[src/rtl/instr_step_sequencer_if.sv]
// Issue-side bus between the instruction source (master) and instr_step_sequencer (slave).
// Handshake: an instruction is accepted at a rising Clock edge where Run && ready; instr_in is sampled only then.
interface instr_step_sequencer_if #(
    parameter int IW = 12
);
    logic          Run;
    logic [IW-1:0] instr_in;
    logic          ready;
    logic [3:0]    func_instruction;
    logic [IW-1:0] instruction_F;
    logic [1:0]    step;
    logic          Done;
    logic          illegal;

    modport master (
        output Run, instr_in,
        input  ready, func_instruction, instruction_F, step, Done, illegal
    );

    modport slave (
        input  Run, instr_in,
        output ready, func_instruction, instruction_F, step, Done, illegal
    );
endinterface

[src/rtl/instr_step_sequencer.sv]
// Multi-cycle issue sequencer: latches an instruction, holds its function code for N steps, pulses Done.
// Optional macro SEQ_PENDING_BUF_EN adds a one-entry pending buffer for back-to-back issue.
module instr_step_sequencer #(
    parameter int IW        = 12,
    parameter int ALU_STEPS = 3
) (
    input  logic                   Clock,
    input  logic                   Resetn,
    instr_step_sequencer_if.slave  bus,
    output logic [0:0]             o_dbg_state
);
    localparam logic [0:0] S_IDLE   = 1'b0;
    localparam logic [0:0] S_EXEC   = 1'b1;
    localparam logic [1:0] ALU_LAST = 2'(ALU_STEPS - 1);

    logic [0:0]    r_state;
    logic [IW-1:0] r_instr;
    logic [3:0]    r_func;
    logic [1:0]    r_step;
    logic [1:0]    r_last;
    logic          r_done;
    logic          r_illegal;
    logic          r_ready;
    logic          r_pend_vld;
    logic [IW-1:0] r_pend_word;

    logic [0:0]    w_state_n;
    logic [IW-1:0] w_instr_n;
    logic [3:0]    w_func_n;
    logic [1:0]    w_step_n;
    logic [1:0]    w_last_n;
    logic          w_done_n;
    logic          w_illegal_n;
    logic          w_ready_n;
    logic          w_pend_vld_n;
    logic [IW-1:0] w_pend_word_n;
    logic          w_load;
    logic          w_accept;
    logic [IW-1:0] w_load_word;
    logic [3:0]    w_load_op;
    logic          w_load_ill;
    logic [1:0]    w_load_last;

    assign w_accept = bus.Run && r_ready;

`ifdef SEQ_PENDING_BUF_EN
    // A buffered word always takes priority over a fresh one when chaining out of Done.
    assign w_load_word = (r_state == S_EXEC && r_done && r_pend_vld) ? r_pend_word : bus.instr_in;
`else
    assign w_load_word = bus.instr_in;
`endif

    assign w_load_op   = w_load_word[IW-1 -: 4];
    assign w_load_ill  = (w_load_op > 4'd4);
    assign w_load_last = (w_load_op == 4'd3 || w_load_op == 4'd4) ? ALU_LAST : 2'd0;

    always_comb begin
        w_state_n     = r_state;
        w_instr_n     = r_instr;
        w_func_n      = r_func;
        w_step_n      = r_step;
        w_last_n      = r_last;
        w_done_n      = 1'b0;
        w_illegal_n   = 1'b0;
        w_pend_vld_n  = r_pend_vld;
        w_pend_word_n = r_pend_word;
        w_load        = 1'b0;

        case (r_state)
            S_IDLE: begin
                if (w_accept) w_load = 1'b1;
            end
            S_EXEC: begin
                if (r_done) begin
                    w_state_n = S_IDLE;
                    w_func_n  = 4'b0000;
                    w_step_n  = 2'd0;
`ifdef SEQ_PENDING_BUF_EN
                    if (r_pend_vld) begin
                        w_load       = 1'b1;
                        w_pend_vld_n = w_accept;
                        if (w_accept) w_pend_word_n = bus.instr_in;
                    end else if (w_accept) begin
                        w_load = 1'b1;
                    end
`endif
                end else begin
                    w_step_n = r_step + 2'd1;
                    w_done_n = ((r_step + 2'd1) == r_last);
`ifdef SEQ_PENDING_BUF_EN
                    if (w_accept) begin
                        w_pend_vld_n  = 1'b1;
                        w_pend_word_n = bus.instr_in;
                    end
`endif
                end
            end
            default: w_state_n = S_IDLE;
        endcase

        if (w_load) begin
            w_state_n   = S_EXEC;
            w_instr_n   = w_load_word;
            w_func_n    = w_load_ill ? 4'b0000 : w_load_op;
            w_step_n    = 2'd0;
            w_last_n    = w_load_last;
            w_done_n    = (w_load_last == 2'd0);
            w_illegal_n = w_load_ill;
        end
    end

`ifdef SEQ_PENDING_BUF_EN
    // Ready also opens in the Done cycle so a new word can slip in while the buffer drains.
    assign w_ready_n = !w_pend_vld_n || (w_state_n == S_EXEC && w_done_n);
`else
    assign w_ready_n = (w_state_n == S_IDLE);
`endif

    always_ff @(posedge Clock or negedge Resetn) begin
        if (!Resetn) begin
            r_state     <= S_IDLE;
            r_instr     <= '0;
            r_func      <= 4'b0000;
            r_step      <= 2'd0;
            r_last      <= 2'd0;
            r_done      <= 1'b0;
            r_illegal   <= 1'b0;
            r_ready     <= 1'b1;
            r_pend_vld  <= 1'b0;
            r_pend_word <= '0;
        end else begin
            r_state     <= w_state_n;
            r_instr     <= w_instr_n;
            r_func      <= w_func_n;
            r_step      <= w_step_n;
            r_last      <= w_last_n;
            r_done      <= w_done_n;
            r_illegal   <= w_illegal_n;
            r_ready     <= w_ready_n;
            r_pend_vld  <= w_pend_vld_n;
            r_pend_word <= w_pend_word_n;
        end
    end

    assign bus.ready            = r_ready;
    assign bus.func_instruction = r_func;
    assign bus.instruction_F    = r_instr;
    assign bus.step             = r_step;
    assign bus.Done             = r_done;
    assign bus.illegal          = r_illegal;
    assign o_dbg_state          = r_state;
endmodule

[src/flat_wrapper.sv]
// flat-port wrapper written by rule: the top's interface ports become plain ports
module instr_step_sequencer_flat 
#(
    parameter int IW        = 12,
    parameter int ALU_STEPS = 3
)
  (Clock, Resetn, o_dbg_state, bus_Run, bus_instr_in, bus_ready, bus_func_instruction, bus_instruction_F, bus_step, bus_Done, bus_illegal);
  instr_step_sequencer_if #(.IW(IW)) bus_i ();
  input  logic Clock;
  input  logic Resetn;
  output logic [0:0] o_dbg_state;
  input wire logic [$bits(bus_i.Run)-1:0] bus_Run;
  input wire logic [$bits(bus_i.instr_in)-1:0] bus_instr_in;
  output wire logic [$bits(bus_i.ready)-1:0] bus_ready;
  output wire logic [$bits(bus_i.func_instruction)-1:0] bus_func_instruction;
  output wire logic [$bits(bus_i.instruction_F)-1:0] bus_instruction_F;
  output wire logic [$bits(bus_i.step)-1:0] bus_step;
  output wire logic [$bits(bus_i.Done)-1:0] bus_Done;
  output wire logic [$bits(bus_i.illegal)-1:0] bus_illegal;
  assign bus_i.Run = bus_Run;
  assign bus_i.instr_in = bus_instr_in;
  assign bus_ready = bus_i.ready;
  assign bus_func_instruction = bus_i.func_instruction;
  assign bus_instruction_F = bus_i.instruction_F;
  assign bus_step = bus_i.step;
  assign bus_Done = bus_i.Done;
  assign bus_illegal = bus_i.illegal;
  instr_step_sequencer #(.IW(IW), .ALU_STEPS(ALU_STEPS)) u_core (.Clock(Clock), .Resetn(Resetn), .bus(bus_i), .o_dbg_state(o_dbg_state));
endmodule
[config.mk]
export PLATFORM = sky130hd
export DESIGN_NAME = instr_step_sequencer_flat
export DESIGN_NICKNAME = d
export VERILOG_FILES = /design/src/rtl/instr_step_sequencer_if.sv /design/src/rtl/instr_step_sequencer.sv /design/src/flat_wrapper.sv
export SDC_FILE = /design/constraint.sdc
export NUM_CORES = 1
export LEC_CHECK = 0
export CORE_MARGIN = 1.5
export CORE_UTILIZATION = 41
export DETAILED_ROUTE_END_ITERATION = 7
export GPL_TIMING_DRIVEN = 0
export PLACE_DENSITY = 0.77
export SYNTH_ARGS = -nofsm -noshare
export SYNTH_HDL_FRONTEND = slang
export SYNTH_SLANG_ARGS = --single-unit
[constraint.sdc]
create_clock -name Clock -period 1.75 [get_ports Clock]
set_input_delay 0.35 -clock Clock [delete_from_list [all_inputs] [get_ports Clock]]
set_output_delay 0.35 -clock Clock [all_outputs]
set_load 0.02 [all_outputs]
# Word level (Yosys, flattened, before mapping)

Index checks and enable logic that the tools add are counted.
Widths: inputs -> output; s select.

Flip-flop bits (word level): 24
Input bits: 15

$add $sub $neg: 1
Magnitude comparators: 1
Equality and inequality tests: 3
Multiplexer cells: 17
Bitwise gates (word level): 1
Reductions and logical operators: 6

Operator list:

| operator            | count |
|---|---|
| $mux 4              | 4 |
| $mux 1              | 9 |
| $mux 2              | 4 |
| $eq 4x2->1 const B  | 1 |
| $eq 4x3->1 const B  | 1 |
| $gt 4x3->1 const B  | 1 |
| $reduce_bool 2->1   | 2 |
| $add 2x1->2 const B | 1 |
| $eq 2x2->1          | 1 |
| $logic_not 2->1     | 1 |
| $reduce_and 2->1    | 1 |
| $logic_and 1x1->1   | 1 |
| $logic_or 1x1->1    | 1 |
| $not 1->1           | 1 |

# Depth between registers and ports, before layout

Depth after elaboration: 5
Depth in mapped cells: 4

# Least setup slack after synthesis

Ideal clock, no wire load.

Path kind: register to register
Start: register u_core.r_ready (netlist: u_core.bus.ready)
End: register u_core.r_func[0] (netlist: u_core.bus.func_instruction[0])
Arrival: 1192 ps
Data required time: 1628 ps
Path slack: 436 ps
Cell stages (with the launch flop): 5
Period minus slack after synthesis: 1314 ps
Cell sequence: dfstp_2 > nand3b_4 > buf_8 > a21boi_2 > a32o_1

Longest elaborated chain between the ends: 5

Ends and longest elaborated chain:

| item                               | RTL line                    | source |
|---|---|---|
| from (decl)                        | instr_step_sequencer.sv:23  | `logic r_ready;` |
| from (signal assigned)             | instr_step_sequencer.sv:139 | `r_ready <= w_ready_n;` |
| $logic_and 1x1->1 (*)              | instr_step_sequencer.sv:44  | `assign w_accept = bus.Run && r_ready;` |
| $mux 1 (*)                         | instr_step_sequencer.sv:71  | `if (w_accept) w_load = 1'b1;` |
| $mux 1 (*)                         | instr_step_sequencer.sv:69  | `case (r_state)` |
| $reduce_bool 2->1 (no source line) | --                          |  |
| $reduce_and 2->1 (no source line)  | --                          |  |
| to (signal assigned)               | instr_step_sequencer.sv:134 | `r_func <= w_func_n;` |
| to (decl)                          | instr_step_sequencer.sv:18  | `logic [3:0] r_func;` |

Every way passes the cells marked *; elsewhere a longest branch is shown, timed or not.
A chain may end at the register's enable or synchronous reset.

# Worst setup path in the final report

Start: register u_core.r_done (netlist: u_core.bus.Done)
End: output port bus_Done

RTL lines:

| item                   | RTL line                    | source |
|---|---|---|
| from (decl)            | instr_step_sequencer.sv:21  | `logic r_done;` |
| from (signal assigned) | instr_step_sequencer.sv:137 | `r_done <= w_done_n;` |
| to (decl)              | flat_wrapper.sv:18          | `output wire logic [$bits(bus_i.Done)-1:0] bus_Done;` |

No word-level cell between the ends.

==> results by group <==
Synthesis
  • Post-Syn Area: 920 µm²
  • Synth Register Bits: 23
  • Sequential fraction of the synthesis area: 62.7%
  • Count leader, synth: dfrtp_1
  • Synth top area cells: dfrtp_1 60%, mux2_2 13%, a32o_1 3.3%, dfstp_2 2.9%, o21ai_0 2.7%
  • Area fraction of the dominant cell type after synthesis: 59.9%
  • Most frequent cells after synthesis: 22 x dfrtp_1, 11 x mux2_2, 5 x nand2_1, 5 x o21ai_0
  • Asr flop ratio synth: 100%
  • Post-synth EDFFs: 0
  • Yosys Warn Count: 0
  • Avg Synthesized Cell Area: 13.9 µm²
  • Area leader, netlist: dfrtp_1
  • Distinct cells, synth: 19
  • Synthesized instance count: 66
  • Synth Net Count: 81
  • Ys flop type: dfrtp_1

Clocking
  • H-tree lvl count: 1
  • Clk sinks: 23
  • Clock Latency Late Sink: 310 ps
  • Root Buffer: clkbuf_4
  • CTS tree: done
  • CTS Hold Buffers Added: 0
  • CTS buffer count: 3
  • Clk slew on worst S/H paths: 120 ps
  • Clock buffer depth: 2

Floorplan
  • Die area: 2540 µm²
  • Starting Density: 45.0%
  • Core area: 2040 µm²
  • I/O pin count: 37
  • Site Rows: 16
  • Die width: 50.4 µm
  • Die height: 50.4 µm

Global routing
  • Gr busiest metal: met2
  • Global route total overflow: 0
  • First-pass GRT wire length: 2990 µm
  • M1 GR Usage: 19.4%
  • Pin count of the biggest net entering global routing: 24
  • Vias in the first global route: 663
  • Initial antenna violation count: 0
  • Grt met2 use: 27.0%
  • GR Layer Usage met3: 4.46%
  • Tot GR Track Use: 15.9%

Detailed routing
  • Detail-routed via count per cell: 4.99
  • # DRC: 0
  • DRT Pass-1 Iters: 3
  • WL final: 1800 µm
  • Via count: 664
  • Drt initial violations: 9
  • Post-DRT Antenna Nets: 0
  • Average wire per standard cell: 13.5 µm

Final layout
  • Layout cell share with drive strength beyond 1: 19.8%
  • Final instance area: 1350 µm²
  • Final Core Density: 66.0%
  • Layout Cells excl Fill: 133
  • Area delta synth->final: 46.5%
  • Nets: 122
  • Antenna cell count: 0

Timing
  • Slew margin rel.: 35.1%
  • Final setup vio count: 0
  • Worst hold slack: 505 ps
  • Setup ws final: 68.2 ps
  • Final hold vios: 0
  • Clk_skew: 5.71 ps
  • Slew Viols, Final: 0
  • Fin crit share: 96.1%
  • Transition time of the tightest slew-check pin: 970 ps
  • Setup_tns: 0 ps
  • Unrepaired setup endpoints after global routing: no
  • Achievable Freq: 0.595 GHz
  • Final min period: 1680 ps

Setup path
  • CP top delay family: buffers and inverters
  • Crit-path slowest cell: clkdlybuf4s50_1
  • Worst Path Class, Setup: reg -> out
  • CP cell instances: clkdlybuf4s50_1
  • Worst Setup Start Kind: register
  • Crit end category: output pin
  • Worst Path Buf+Inv: 1
  • Critical Path AT: 1330 ps
  • Worst path required time: 1400 ps
  • Worst Path Max Fanout: 3
  • Max incr delay on CP: 610 ps

Pwr
  • Final total power: 2.36 mW
  • Maximum VDD drop: 1.15 mV
  • Power Internal: 1.49 mW
  • Switching part of the total: 36.8%
  • Clk pwr share: 10.2%
  • Reg power frac: 39.3%
  • P_sw: 0.868 mW
  • Logic gate share of total power: 50.5%
  • Leak: 0.625 nW
  • Power Density: 1750 nW/µm²

Outcome
  • Status: finished clean

Job
  • Maxcap violations: 0

Placement
  • I/O Buffers: 36
  • Final Wtd Congestion: 0.696
  • Post-DP Area: 1310 µm²
  • Placed cells: 129
  • Pre-CTS setup slack: 91.1 ps

Worst hold path
  • Min-delay worst type: reg -> reg
per-layer routing:
layer	part of all wire, %	wire, µm
met4	0.78	14
met5	0	0
met1	42	765
met2	50	897
met3	6.9	125
flip-flops by register name, summed over array words and instances (netlist names):
name / count
u_core.bus.ready: 1
u_core.bus.instruction_F: 12
u_core.o_dbg_state: 1
u_core.bus.func_instruction: 4
u_core.bus.Done: 1
u_core.bus.step: 2
u_core.r_last: 1
u_core.bus.illegal: 1
power groups by stage:
stage          clock network (mW)  registers (mW)  logic [mW]
2_1_floorplan                   0            1.20       0.379
3_3_place_gp                    0           0.924        1.20
3_5_place_dp                    0           0.942        1.21
4_1_cts                     0.251           0.931        1.21
5_1_grt                     0.271           0.962        1.28
6_report                    0.241           0.926        1.19
path summary, 6_finish.rpt:
check	from	end	slack, ps	cells past startpoint
min in group asynchronous	Resetn	u_core.bus.func_instruction[0]$_DFFE_PN0P_	560	1
min reg2reg	u_core.bus.func_instruction[1]$_DFFE_PN0P_	u_core.bus.func_instruction[1]$_DFFE_PN0P_	500	1
max in group asynchronous	Resetn	u_core.o_dbg_state$_DFF_PN0_	600	1
min	u_core.bus.func_instruction[1]$_DFFE_PN0P_	u_core.bus.func_instruction[1]$_DFFE_PN0P_	500	1
max	u_core.bus.Done$_DFF_PN0_	bus_Done	70	1
max reg2reg	u_core.bus.ready$_DFF_PN1_	u_core.bus.func_instruction[2]$_DFFE_PN0P_	440	4
placed cells by master (no fill, tap or decap), types with 2 or more instances in the layout:
cell type        synthesis  routed
dlymetal6s2s_1           0       3
o21ai_0                  5       5
inv_1                    3       3
dfrtp_1                 22      22
xnor2_1                  2       2
nand2_1                  5       5
nor2_1                   3       3
clkbuf_4                 0       3
mux2_2                  11      11
clkdlybuf4s50_1          0      32
a32o_1                   3       3
a21oi_1                  2       2
logic make-up (layout without fill, tap and decap cells):
| logic type | after synthesis | count (layout) | share of synthesized area (%) |
|---|---|---|---|
| buf+inv | 5 | 45 | 3.67 |
| compound gates | 13 | 13 | 10.2 |
| xor+xnor | 2 | 2 | 1.91 |
| flops | 23 | 23 | 62.7 |
| mux | 11 | 11 | 13.5 |
| simple gates | 12 | 12 | 8.03 |
what timing repair did:
item                       4_1_cts  5_1_grt
setup endpoints to repair        1        3
buffers inserted                 0        0
resized for setup                1        3
layout make-up:
type | instances | area [µm²]
fillers | 178 | 694
clock buffers | 3 | 22.5
multi-input cells | 38 | 309
flip-flops and latches | 23 | 577
clock inverters | 1 | 5.00
plain buffers | 2 | 22.5
repair buffers | 36 | 367
well taps | 27 | 33.8
inverters | 3 | 11.3
No activity file was read; power rests on OpenSTA's default activity.
==> patch: new RTL, same flow settings <==
`IW` is set to 12 in 3 places; all go to 6.
--- a/src/rtl/instr_step_sequencer_if.sv
+++ b/src/rtl/instr_step_sequencer_if.sv
@@ -2,5 +2,5 @@
 // Handshake: an instruction is accepted at a rising Clock edge where Run && ready; instr_in is sampled only then.
 interface instr_step_sequencer_if #(
-    parameter int IW = 12
+    parameter int IW = 6
 );
     logic          Run;
--- a/src/rtl/instr_step_sequencer.sv
+++ b/src/rtl/instr_step_sequencer.sv
@@ -2,5 +2,5 @@
 // Optional macro SEQ_PENDING_BUF_EN adds a one-entry pending buffer for back-to-back issue.
 module instr_step_sequencer #(
-    parameter int IW        = 12,
+    parameter int IW        = 6,
     parameter int ALU_STEPS = 3
 ) (
--- a/src/flat_wrapper.sv
+++ b/src/flat_wrapper.sv
@@ -2,5 +2,5 @@
 module instr_step_sequencer_flat 
 #(
-    parameter int IW        = 12,
+    parameter int IW        = 6,
     parameter int ALU_STEPS = 3
 )
Interface: changed (resized bus_instr_in and bus_instruction_F); port bits go from 37 to 25. The function was not compared with the original's and may differ.
==> patch against the unedited design <==
The run now ends with DRC left. Clock power is 17% lower. Sequential cell count is 6 lower. Total power is 25% lower. Worst setup slack worse by 11 ps. Area after synthesis is 23% lower. Routed wire length is 20% lower. Final area is 26% lower. Hold slack worse by 22 ps. Critical endpoint is now bus_step[1]. Largest power group unchanged. Highest routed layer unchanged.
==> patch: results (changes against the unedited design) <==
{| class="wikitable"
! Metric !! Value
|-
| Launch point of the critical path || u_core.bus.step[1] (was u_core.bus.Done)
|-
| DRC marker count from the first detailed-route iteration || 5 (was 9)
|-
| Outcome || finished with violations (was finished clean)
|-
| Leading post-synthesis cells by instance count || sky130_fd_sc_hd__dfrtp_1, sky130_fd_sc_hd__nand2_1, sky130_fd_sc_hd__o21ai_0, sky130_fd_sc_hd__mux2_4, sky130_fd_sc_hd__nor2_1 (was sky130_fd_sc_hd__dfrtp_1, sky130_fd_sc_hd__mux2_2, sky130_fd_sc_hd__nand2_1, sky130_fd_sc_hd__o21ai_0)
|-
| Worst Tran Pin Value || 707 ps (was 970 ps)
|-
| R2R Setup Slk || 480 ps (was 440 ps)
|-
| Clock network power consumption || 201 µW (was 241 µW)
|-
| Clock transition at the registers of the reported paths || 90 ps (was 120 ps)
|-
| Slack of the critical path || 56.8 ps (was 68.2 ps)
|-
| Finished Layout Cells || 99 (was 133)
|-
| First-pass DRT Iterations || 5 (was 3)
|-
| Count of input and output buffers || 24 (was 36)
|-
| Number of flip-flops under the largest register name || 6 (was 12)
|-
| Number of cells on the worst reg-to-reg path || 3 (was 4)
|-
| Worst slack on hold paths || 483 ps (was 505 ps)
|-
| Post-synth cell types || 20 (was 19)
|-
| Largest net degree at the start of global routing || 18 (was 24)
|-
| IR Drop Worst-Case VDD || 1.01 mV (was 1.15 mV)
|-
| Standard cell area after detailed placement || 972 µm² (was 1310 µm²)
|-
| Placed cell count || 95 (was 129)
|-
| Switching part of the total power || 37.3% (was 36.8%)
|-
| Violated checks || DRC
|-
| Most area-consuming cells after synthesis || sky130_fd_sc_hd__dfrtp_1, sky130_fd_sc_hd__mux2_4, sky130_fd_sc_hd__dfstp_2 (was sky130_fd_sc_hd__dfrtp_1, sky130_fd_sc_hd__mux2_2, sky130_fd_sc_hd__a32o_1)
|-
| Number of DRC violations after detailed routing || 1 (was 0)
|-
| Seq/Total Area, Yosys || 59.9% (was 62.7%)
|-
| Total design power || 1770 µW (was 2360 µW)
|-
| Net count reported at finish || 93 (was 122)
|-
| First-pass GRT wire length || 2350 µm (was 2990 µm)
|-
| DP Worst Slack || 132 ps (was 91.1 ps)
|-
| Syn Nets || 64 (was 81)
|-
| Reg-to-Reg End || u_core.bus.instruction_F[4] (was u_core.bus.func_instruction[2])
|-
| Post-Synthesis Cells || 55 (was 66)
|-
| Leakage power total || 0.000462 µW (was 0.000625 µW)
|}
patch: cell count changes in the layout (fill, tap and decap cells not counted), moves of 2 or more:
cell	unedited run	this run
sky130_fd_sc_hd__a22o_1	0	3
sky130_fd_sc_hd__a32o_1	3	1
sky130_fd_sc_hd__clkdlybuf4s50_1	32	22
sky130_fd_sc_hd__dfrtp_1	22	16
sky130_fd_sc_hd__dlymetal6s2s_1	3	0
sky130_fd_sc_hd__mux2_2	11	1
sky130_fd_sc_hd__mux2_4	0	4
patch: worst max-delay path by stage:
stage	endpoint	depth (start not counted)
finish	bus_step[1]	1
global route	bus_step[0]	1
detailed placement	u_core.bus.instruction_F[4]	4
CTS	bus_step[1]	1
floorplan	u_core.bus.instruction_F[0]	3
global placement	u_core.bus.instruction_F[4]	4
patch: kinds of logic after synthesis:
family / Yosys count / share of synthesized area [%]
muxes: 5 / 10.0
buffers and inverters: 3 / 2.64
and+or+nand+nor: 15 / 12.5
AOI/OAI and AO/OA: 13 / 12.5
xor gates and xnor gates: 2 / 2.46
DFF: 17 / 59.9
patch: cell type report:
type | count | area, µm²
Fill cell | 129 | 563
Sequential cell | 17 | 427
Multi-Input combinational cell | 35 | 267
Timing Repair Buffer | 24 | 238
Clock buffer | 4 | 26.3
Tap cell | 16 | 20.0
Buffer | 1 | 11.3
Inverter | 2 | 7.51
patch: routing by layer:
layer | GRT usage, % | vias to the layer above | share of wire (%)
li1 | - | 248 | -
met1 | 17.4 | 236 | 40
met2 | 30.4 | 9 | 55
met3 | 6.12 | 4 | 3.5
met4 | 9.09 | 0 | 1.7
met5 | 0 | - | 0
patch: repair_timing:
item	4_1_cts	5_1_grt
setup endpoints to repair	2	0
hold buffers	0	0
resized for setup	2	0
